### src/rtl/lcd_pkg.sv
// Shared types and default 50 MHz timing for the 4-bit LCD byte writer.
package lcd_pkg;

    typedef enum logic [3:0] {
        StIdle,
        StUpperSetup,
        StUpperPulse,
        StUpperHold,
        StGap,
        StLowerSetup,
        StLowerPulse,
        StLowerHold,
        StWait
    } state_e;

    localparam int unsigned DefSetupCycles     = 2;
    localparam int unsigned DefPulseCycles     = 12;
    localparam int unsigned DefHoldCycles      = 1;
    localparam int unsigned DefNibbleGapCycles = 50;
    localparam int unsigned DefCmdWaitCycles   = 2000;
    localparam int unsigned DefLongWaitCycles  = 82000;
    localparam int unsigned DefFifoDepth       = 4;

    localparam logic [7:0] CmdClear         = 8'h01;
    localparam logic [7:0] CmdReturnHome    = 8'h02;
    localparam logic [7:0] CmdReturnHomeAlt = 8'h03;

    localparam logic RsCmd  = 1'b0;
    localparam logic RsData = 1'b1;

    // Clear and Return Home need the long post-write wait; data bytes never do.
    function automatic logic is_long_cmd(input logic rs, input logic [7:0] b);
        return (rs == RsCmd) &&
               ((b == CmdClear) || (b == CmdReturnHome) || (b == CmdReturnHomeAlt));
    endfunction

endpackage

### src/rtl/lcd_write_fifo.sv
// Small synchronous FIFO holding {RS, byte} requests ahead of the nibble FSM.
module lcd_write_fifo #(
    parameter int unsigned WIDTH = 9,
    parameter int unsigned DEPTH = 4
) (
    input  logic             clk,
    input  logic             rst,
    input  logic             push,
    input  logic [WIDTH-1:0] push_data,
    input  logic             pop,
    output logic [WIDTH-1:0] pop_data,
    output logic             empty,
    output logic             next_full,
    output logic             next_empty
);

    localparam int unsigned PtrW = (DEPTH > 1) ? $clog2(DEPTH) : 1;
    localparam int unsigned CntW = $clog2(DEPTH + 1);

    logic [PtrW-1:0]  wr_q, rd_q;
    logic [CntW-1:0]  cnt_q, cnt_d;
    logic [WIDTH-1:0] mem_q [DEPTH];
    logic             full, do_push, do_pop;

    function automatic logic [PtrW-1:0] ptr_inc(input logic [PtrW-1:0] p);
        return (p == PtrW'(DEPTH - 1)) ? '0 : p + PtrW'(1);
    endfunction

    assign full     = (cnt_q == CntW'(DEPTH));
    assign empty    = (cnt_q == '0);
    assign do_push  = push && !full;
    assign do_pop   = pop && !empty;
    assign cnt_d    = cnt_q + CntW'(do_push) - CntW'(do_pop);
    assign next_full  = (cnt_d == CntW'(DEPTH));
    assign next_empty = (cnt_d == '0);
    assign pop_data = mem_q[rd_q];

    always_ff @(posedge clk or posedge rst) begin
        if (rst) begin
            wr_q  <= '0;
            rd_q  <= '0;
            cnt_q <= '0;
        end else begin
            cnt_q <= cnt_d;
            if (do_push) wr_q <= ptr_inc(wr_q);
            if (do_pop)  rd_q <= ptr_inc(rd_q);
        end
    end

    always_ff @(posedge clk) begin
        if (do_push) mem_q[wr_q] <= push_data;
    end

endmodule

### src/rtl/lcd_byte_writer.sv
// Sends one byte to a 4-bit HD44780-style LCD as two timed nibbles, upper first.
// Define LCD_WRITER_FIFO_EN to buffer requests in an lcd_write_fifo.
module lcd_byte_writer
    import lcd_pkg::*;
#(
    parameter int unsigned SETUP_CYCLES      = DefSetupCycles,
    parameter int unsigned PULSE_CYCLES      = DefPulseCycles,
    parameter int unsigned HOLD_CYCLES       = DefHoldCycles,
    parameter int unsigned NIBBLE_GAP_CYCLES = DefNibbleGapCycles,
    parameter int unsigned CMD_WAIT_CYCLES   = DefCmdWaitCycles,
    parameter int unsigned LONG_WAIT_CYCLES  = DefLongWaitCycles
`ifdef LCD_WRITER_FIFO_EN
    , parameter int unsigned FIFO_DEPTH      = DefFifoDepth
`endif
) (
    input  logic       Clock,
    input  logic       Reset,
    input  logic       iValid,
    input  logic       iRegisterSelect,
    input  logic [7:0] iData,
    output logic       oReady,
    output logic       oDone,
    output logic       oBusy,
    output logic       oLCD_Enabled,
    output logic       oLCD_RegisterSelect,
    output logic       oLCD_ReadWrite,
    output logic [3:0] oLCD_Data
);

    state_e      state_q, state_d;
    logic [31:0] cnt_q, cnt_d, state_len;
    logic [7:0]  byte_q, byte_d, in_byte;
    logic [3:0]  data_q, data_d;
    logic        rs_q, rs_d, in_rs;
    logic        e_q, e_d, ready_q, ready_d, done_q, done_d, busy_q, busy_d;
    logic        have_byte, pending_next, last;

`ifdef LCD_WRITER_FIFO_EN
    logic       fifo_empty, fifo_next_full, fifo_next_empty;
    logic [8:0] fifo_out;

    lcd_write_fifo #(
        .WIDTH (9),
        .DEPTH (FIFO_DEPTH)
    ) u_fifo (
        .clk        (Clock),
        .rst        (Reset),
        .push       (iValid && ready_q),
        .push_data  ({iRegisterSelect, iData}),
        .pop        ((state_q == StIdle) && !fifo_empty),
        .pop_data   (fifo_out),
        .empty      (fifo_empty),
        .next_full  (fifo_next_full),
        .next_empty (fifo_next_empty)
    );

    assign have_byte    = !fifo_empty;
    assign in_byte      = fifo_out[7:0];
    assign in_rs        = fifo_out[8];
    assign ready_d      = !fifo_next_full;
    assign pending_next = !fifo_next_empty;
`else
    assign have_byte    = iValid && ready_q;
    assign in_byte      = iData;
    assign in_rs        = iRegisterSelect;
    assign ready_d      = (state_d == StIdle);
    assign pending_next = 1'b0;
`endif

    always_comb begin
        state_len = 32'd1;
        unique case (state_q)
            StUpperSetup, StLowerSetup: state_len = SETUP_CYCLES;
            StUpperPulse, StLowerPulse: state_len = PULSE_CYCLES;
            StUpperHold,  StLowerHold:  state_len = HOLD_CYCLES;
            StGap:                      state_len = NIBBLE_GAP_CYCLES;
            StWait: state_len = is_long_cmd(rs_q, byte_q) ? LONG_WAIT_CYCLES : CMD_WAIT_CYCLES;
            default:                    state_len = 32'd1;
        endcase
    end

    assign last = (cnt_q == state_len - 32'd1);

    always_comb begin
        state_d = state_q;
        byte_d  = byte_q;
        rs_d    = rs_q;
        unique case (state_q)
            StIdle: begin
                if (have_byte) begin
                    state_d = StUpperSetup;
                    byte_d  = in_byte;
                    rs_d    = in_rs;
                end
            end
            StUpperSetup: if (last) state_d = StUpperPulse;
            StUpperPulse: if (last) state_d = StUpperHold;
            StUpperHold:  if (last) state_d = StGap;
            StGap:        if (last) state_d = StLowerSetup;
            StLowerSetup: if (last) state_d = StLowerPulse;
            StLowerPulse: if (last) state_d = StLowerHold;
            StLowerHold:  if (last) state_d = StWait;
            StWait:       if (last) state_d = StIdle;
            default:      state_d = StIdle;
        endcase

        cnt_d = ((state_d != state_q) || (state_d == StIdle)) ? 32'd0 : cnt_q + 32'd1;

        // Outputs are computed from the next state so the pins line up with state_q.
        e_d    = (state_d == StUpperPulse) || (state_d == StLowerPulse);
        data_d = data_q;
        if (state_d == StUpperSetup)      data_d = byte_d[7:4];
        else if (state_d == StLowerSetup) data_d = byte_d[3:0];
        done_d = (state_q == StWait) && last;
        busy_d = (state_d != StIdle) || pending_next;
    end

    always_ff @(posedge Clock or posedge Reset) begin
        if (Reset) begin
            state_q <= StIdle;
            cnt_q   <= '0;
            byte_q  <= '0;
            rs_q    <= 1'b0;
            data_q  <= '0;
            e_q     <= 1'b0;
            ready_q <= 1'b0;
            done_q  <= 1'b0;
            busy_q  <= 1'b0;
        end else begin
            state_q <= state_d;
            cnt_q   <= cnt_d;
            byte_q  <= byte_d;
            rs_q    <= rs_d;
            data_q  <= data_d;
            e_q     <= e_d;
            ready_q <= ready_d;
            done_q  <= done_d;
            busy_q  <= busy_d;
        end
    end

    assign oReady              = ready_q;
    assign oDone               = done_q;
    assign oBusy               = busy_q;
    assign oLCD_Enabled        = e_q;
    assign oLCD_RegisterSelect = rs_q;
    assign oLCD_ReadWrite      = 1'b0;
    assign oLCD_Data           = data_q;

endmodule

### config.mk
export PLATFORM = sky130hd
export DESIGN_NAME = lcd_byte_writer
export DESIGN_NICKNAME = d
export VERILOG_FILES = /design/src/rtl/lcd_pkg.sv /design/src/rtl/lcd_write_fifo.sv /design/src/rtl/lcd_byte_writer.sv
export SDC_FILE = /design/constraint.sdc
export NUM_CORES = 1
export LEC_CHECK = 0
export CAP_MARGIN = 20
export CORE_MARGIN = 3
export CORE_UTILIZATION = 29
export CTS_CLUSTER_SIZE = 16
export DETAILED_ROUTE_END_ITERATION = 12
export PLACE_DENSITY_LB_ADDON = 0.2
export SYNTH_ARGS = -nofsm -noshare
export SYNTH_HDL_FRONTEND = slang
export SYNTH_SLANG_ARGS = --single-unit
### constraint.sdc
create_clock -name Clock -period 4.1 [get_ports Clock]
set_clock_uncertainty 0.2 [all_clocks]
set_input_delay 0.82 -clock Clock [delete_from_list [all_inputs] [get_ports Clock]]
set_output_delay 0.82 -clock Clock [all_outputs]
set_load 0.005 [all_outputs]
==> run_results.csv, run 1 <==
group,metric,value,unit
routing,dr.first_iter.drc_count,83,
synth,synth.distinct_cells,48,
power,power,870,uW
finish,final_nets,322,
power,internal-power,674,uW
power,ir_drop,0.000118,V
clock_tree,cts_buffers,5,
setup_path,r2r_cells,11,
setup_path,ff2ff_setup_slack,0.57,ns
synth,synth_seq_area_share,47.4,%
finish,num_antenna_cells,0,
synth,synth_area_leaders,"dfrtp_1 47%, nor2_1 7.5%, xor2_1 5.9%",
status,outcome,"completed",
grt,grt_max_degree,33,
routing,wl_per_cell,13.6,um
routing,ant_nets,0,
placed_design,dp_hpwl,4360,um
grt,grt_pass1_wl,10400,um
setup_path,startpoint,"state_q[1]",
grt,gr-usage-all-layers,11.9,%
grt,grt_remaining_overflow,0,
routing,drcViolationCount,0,
finish,multi_input_comb_area,0.00140,mm^2
setup_path,crit_type,"reg2reg",
synth,synth_top_area_share,47.4,%
floorplan,die_h,104,um
setup_path,crit_chain,"and2b_1 -> o21ba_2 -> ha_1 -> xor2_1 -> nand4_1 -> nor3_1 -> nand3_1 -> nor4_4 -> xnor2_2 -> mux2_1 -> mux2_2",
timing,fin_setup_tns,0,ns
setup_path,reg2reg_to,"oLCD_Data[0]",
finish,fillCellCount,947,
power,comb_power_share,2.8,%
timing,rsz0062_at_grt,"false",
clock_tree,path_clk_slew,0.10,ns
clock_tree,cts_tree,"done",
synth,yosysTopAreaCell,"dfrtp_1",
floorplan,core.rowCount,35,
timing,slew_violations,0,
synth,ys_async_sr_fraction,100,%
floorplan,initial_core_util,30.0,%
floorplan,core,0.00933,mm^2
clock_tree,htree_levels,2,
setup_path,r2r_start,"state_q[1]",
synth,synth_common_cells,"56 x nor2_1, 53 x dfrtp_1, 19 x xor2_1",
clock_tree,clk_latency,0.31,ns
setup_path,cp-end-kind,"register",
setup_path,cp.required,4.11,ns
min_path,hold_path.class,"reg2reg",
grt,grt_pass1_vias,2080,
clock_tree,postCtsResizedCells,0,
power,leakagePower,1.46,nW
timing,relSlewSlack,56.5,%
synth,synthFlopType,"dfrtp_1",
power,clkPwrFrac,37.2,%
power,power.density,266,mW/mm^2
timing,max_freq,0.283,GHz
power,switchingPower,197,uW
clock_tree,cts_root_buf,"clkbuf_8",
synth,ys_warn_count,0,
synth,syn-instance-count,283,
floorplan,io_pins,22,
floorplan,dieArea,0.0109,mm^2
placed_design,place_congestion,0.790,
clock_tree,post_cts_buffers,0,
timing,setup_violations,0,
job,drv_cap,0,
power,pwr-share-seq,60.0,%
routing,drt-pass1-iter-count,4,
setup_path,slowest_delay,0.58,ns
routing,vias,2014,
setup_path,cp_max_fo,15,
finish,seqCellArea,0.00133,mm^2
timing,period_needed,3.53,ns
clock_tree,cts_max_path_buffers,2,
routing,vias_per_cell,4.61,
floorplan,die_x,104,um
power,p_sw_share,22.6,%
setup_path,cp-start-kind,"register",
setup_path,crit_path_end,"oLCD_Data[0]",
grt,antenna_found_initial,0,
synth,ys_ff_latch,53,
synth,synth.most_common_cell,"nor2_1",
clock_tree,cts_hold_buf,0,
timing,worst-slew-pin-transition,0.651,ns
setup_path,cp_slowest_cell,"dfrtp_1",
clock_tree,clock_sinks,53,
timing,min_period_over_period,86.2,%
setup_path,arrival,3.54,ns
synth,synth_edf_count,0,
timing,hold_viol,0,
finish,syn_to_final_growth,16.9,%
synth,synth_area,0.00280,mm^2
synth,syn_avg_cell_area,9.89,um^2
placed_design,io_buffers,20,
routing,wl,5940,um
finish,layout-drive-gt1-share,12.7,%
-- worst min path at each step --
stage                  from            to  cells after the start  slack, ns
2_1_floorplan     byte_q[0]     byte_q[0]                      1       0.28
3_3_place_gp   oLCD_Data[0]  oLCD_Data[0]                      1       0.30
3_5_place_dp   oLCD_Data[1]  oLCD_Data[1]                      1       0.31
4_1_cts        oLCD_Data[0]  oLCD_Data[0]                      1       0.33
5_1_grt        oLCD_Data[0]  oLCD_Data[0]                      1       0.34
6_report       oLCD_Data[3]  oLCD_Data[3]                      2       0.33
-- worst max-delay path: cells and delay by family (launching register included) --
family / cells / cell delay, ns
DFF: 1 / 0.58
adders and majority gates: 1 / 0.29
muxes: 2 / 0.61
xor gates and xnor gates: 2 / 0.38
AOI/OAI and AO/OA: 1 / 0.23
and+or+nand+nor: 5 / 1.14
-- cells by family after synthesis --
logic type                 synth area share [%]
muxes                                      7.15
DFF                                        47.4
other                                     0.134
AOI/OAI and AO/OA                          4.87
xor gates and xnor gates                   12.2
adders and majority gates                  1.34
and+or+nand+nor                            24.0
buffers and inverters                      3.00
-- layout make-up --
class / count / area share, %
well taps: 129 / 4.93
multi-input cells: 210 / 42.7
inverters: 11 / 1.26
clock buffers: 6 / 2.52
clock inverters: 2 / 0.536
flip-flops and latches: 53 / 40.6
repair buffers: 26 / 7.50
-- power by group through the flow --
| stage | Sequential [mW] | Combinational (mW) | Clock [mW] |
|---|---|---|---|
| floorplan | 0.533 | 0.0101 | 0 |
| global placement | 0.533 | 0.0252 | 0 |
| detailed placement | 0.533 | 0.0253 | 0 |
| CTS | 0.522 | 0.0254 | 0.339 |
| global route | 0.522 | 0.0280 | 0.357 |
| finish | 0.522 | 0.0242 | 0.324 |
-- per-layer routing --
layer	GRT usage [%]	vias up	wire length, um
met2	19.5	15	2840
met1	15.9	984	2880
met5	0	-	0
met3	2.05	6	123
li1	-	1009	-
met4	4.08	0	97
-- sequential cells by signal, indices dropped and copies added, names as in the netlist --
signal,count
cnt_q,32
oDone,1
oBusy,1
oLCD_RegisterSelect,1
oLCD_Enabled,1
state_q,4
oReady,1
oLCD_Data,4
byte_q,8
-- placed cells by master, fill, tap and decap left out, types with 3 or more instances in the layout --
cell	n
nor2_1	56
dfrtp_1	53
clkdlybuf4s50_1	20
xor2_1	19
xnor2_1	18
nand2_1	15
mux2_2	13
nand3_1	12
inv_1	10
and3_1	8
nand4_1	8
nor4_1	7
nor3_1	7
clkbuf_8	6
buf_4	6
o21ai_0	3
mux2_1	3
ha_1	3
-- stage by stage --
stage	instance area [um^2]	std cells	worst slack, ns	hold slack (ns)	util, %
2_1_floorplan	2800	284	0.865	0.283	-
3_3_place_gp	3170	429	0.617	0.304	34.0
3_5_place_dp	3170	429	0.565	0.306	34.0
4_1_cts	3270	437	0.549	0.333	35.1
5_1_grt	3270	437	0.280	0.344	35.1
6_report	3270	437	0.566	0.326	35.1
(Power assumes the default switching activity.)
==> run 2: changes to the inputs <==
Settings changed: CORE_UTILIZATION 29 to 55.
Clock period 4.1 ns to 3.4 ns, I/O delays scaled along.
==> run_results.csv, run 2 (synthesis results as in run 1) <==
group,metric,value,unit
clock_tree,htree_levels,2,
routing,dr.first_iter.drc_count,132,
finish,largest_reg_flops,32,
floorplan,die_x,77.3,um
finish,regMostFlops,"cnt_q",
floorplan,core,0.00482,mm^2
routing,wl_met2,2630,um
routing,vias,2076,
timing,rsz0062_at_grt,"true",
clock_tree,path_clk_slew,0.09,ns
floorplan,initial_core_util,58.1,%
routing,wl_met3,134,um
grt,grt_max_degree,35,
setup_path,cp-end-kind,"register",
finish,fin_area,0.00332,mm^2
finish,fin_cells,386,
setup_path,slowest_delay,0.40,ns
clock_tree,cts_root_buf,"clkbuf_8",
floorplan,die_h,77.3,um
finish,syn_to_final_growth,18.5,%
setup_path,cp_max_fo,5,
grt,antenna_found_initial,0,
timing,worst_slack,0.132,ns
power,power.density,310,mW/mm^2
floorplan,core.rowCount,25,
grt,grt_remaining_overflow,0,
routing,top_layer_used,"met4",
timing,hold_viol,0,
clock_tree,cts_buffers,5,
timing,max_freq,0.306,GHz
placed_design,post-place-ws,-0.0778,ns
timing,fin_setup_tns,0,ns
floorplan,dieArea,0.00598,mm^2
finish,layout-drive-gt1-share,17.6,%
timing,min_period_over_period,96.1,%
clock_tree,cts_max_path_buffers,2,
status,outcome,"completed",
timing,slew_violations,0,
finish,final_cell_mix,"56 x nor2_1, 53 x dfrtp_1, 20 x clkdlybuf4s50_1",
timing,setup_violations,0,
routing,ant_nets,0,
routing,drt-pass1-iter-count,4,
power,leakagePower,1.52,nW
setup_path,cp-start-kind,"register",
timing,hold_ws,0.321,ns
grt,grt_pass1_vias,2006,
setup_path,crit_chain,"nor4_2 -> and3_1 -> nand2_1 -> ha_1 -> xor2_1 -> nand4_1 -> nor3_2 -> nand3_2 -> nor4_4 -> xnor2_2 -> mux2_1 -> mux2_2",
routing,drcViolationCount,0,
finish,utilization,68.8,%
placed_design,io_buffers,20,
placed_design,placedCellCount,375,
power,power,1.03,mW
routing,wl,5430,um
clock_tree,cts_hold_buf,0,
routing,vias_per_cell,5.38,
placed_design,placed_area,0.00317,mm^2
power,ir_drop,0.000250,V
clock_tree,cts_tree,"done",
routing,wl_per_cell,14.1,um
job,drv_cap,0,
setup_path,cp_slowest_cell,"dfrtp_1",
floorplan,io_pins,22,
finish,mostFrequentLayoutCell,"nor2_1",
setup_path,cp.buffers_inverters,0,
setup_path,cp.required,3.39,ns
routing,m1WireLength,2640,um
finish,num_antenna_cells,0,
setup_path,arrival,3.26,ns
grt,grt_pass1_wl,9350,um
clock_tree,clk_latency,0.30,ns
finish,final_nets,333,
clock_tree,clock_sinks,53,
finish,reg_top3,"cnt_q x32, byte_q x8",
min_path,hold_path.class,"reg2reg",
placed_design,dp_hpwl,3960,um
timing,period_needed,3.27,ns
grt,gr-usage-all-layers,19.5,%
placed_design,place_congestion,0.793,
setup_path,crit_family,"simple AND/OR/NAND/NOR gates",
setup_path,crit_type,"reg2reg",
==> run 2: path summary, 6_finish.rpt <==
path	from	endpoint	slack, ns	cells past startpoint
worst max-delay path	byte_q[2]	oLCD_Data[2]	0.13	12
worst min-delay path	oLCD_Data[1]	oLCD_Data[1]	0.32	1
worst max register to register	byte_q[2]	oLCD_Data[2]	0.13	12
worst min register to register	oLCD_Data[1]	oLCD_Data[1]	0.32	1
max in group asynchronous	Reset	cnt_q[15]	2.11	3
min in group asynchronous	Reset	byte_q[5]	0.51	3
==> run 2: what timing repair did <==
action	4_1_cts	5_1_grt
pin swaps	2	3
endpoints found under the setup margin	3	3
gates cloned	0	0
gates resized for setup	2	4
setup buffers	1	2
==> run 2: power breakdown <==
part           total (mW)  switching [mW]  internal (mW)
Combinational      0.0290          0.0152         0.0138
Sequential          0.630               0          0.630
Clock               0.371           0.205          0.166
==> run 2: area by class of cell <==
class                   count  area [um^2]
clock inverters             2         13.8
well taps                  67         83.8
clock buffers               6         82.6
inverters                  11         41.3
repair buffers             37          340
multi-input cells         210         1430
fillers                   372         1500
flip-flops and latches     53         1330
==> run 2: metal layers <==
metal,global-route usage [%],vias to the layer above
met5,0,-
met4,4.27,0
met3,4.29,2
met2,31.8,30
met1,26.8,1014
li1,-,1030
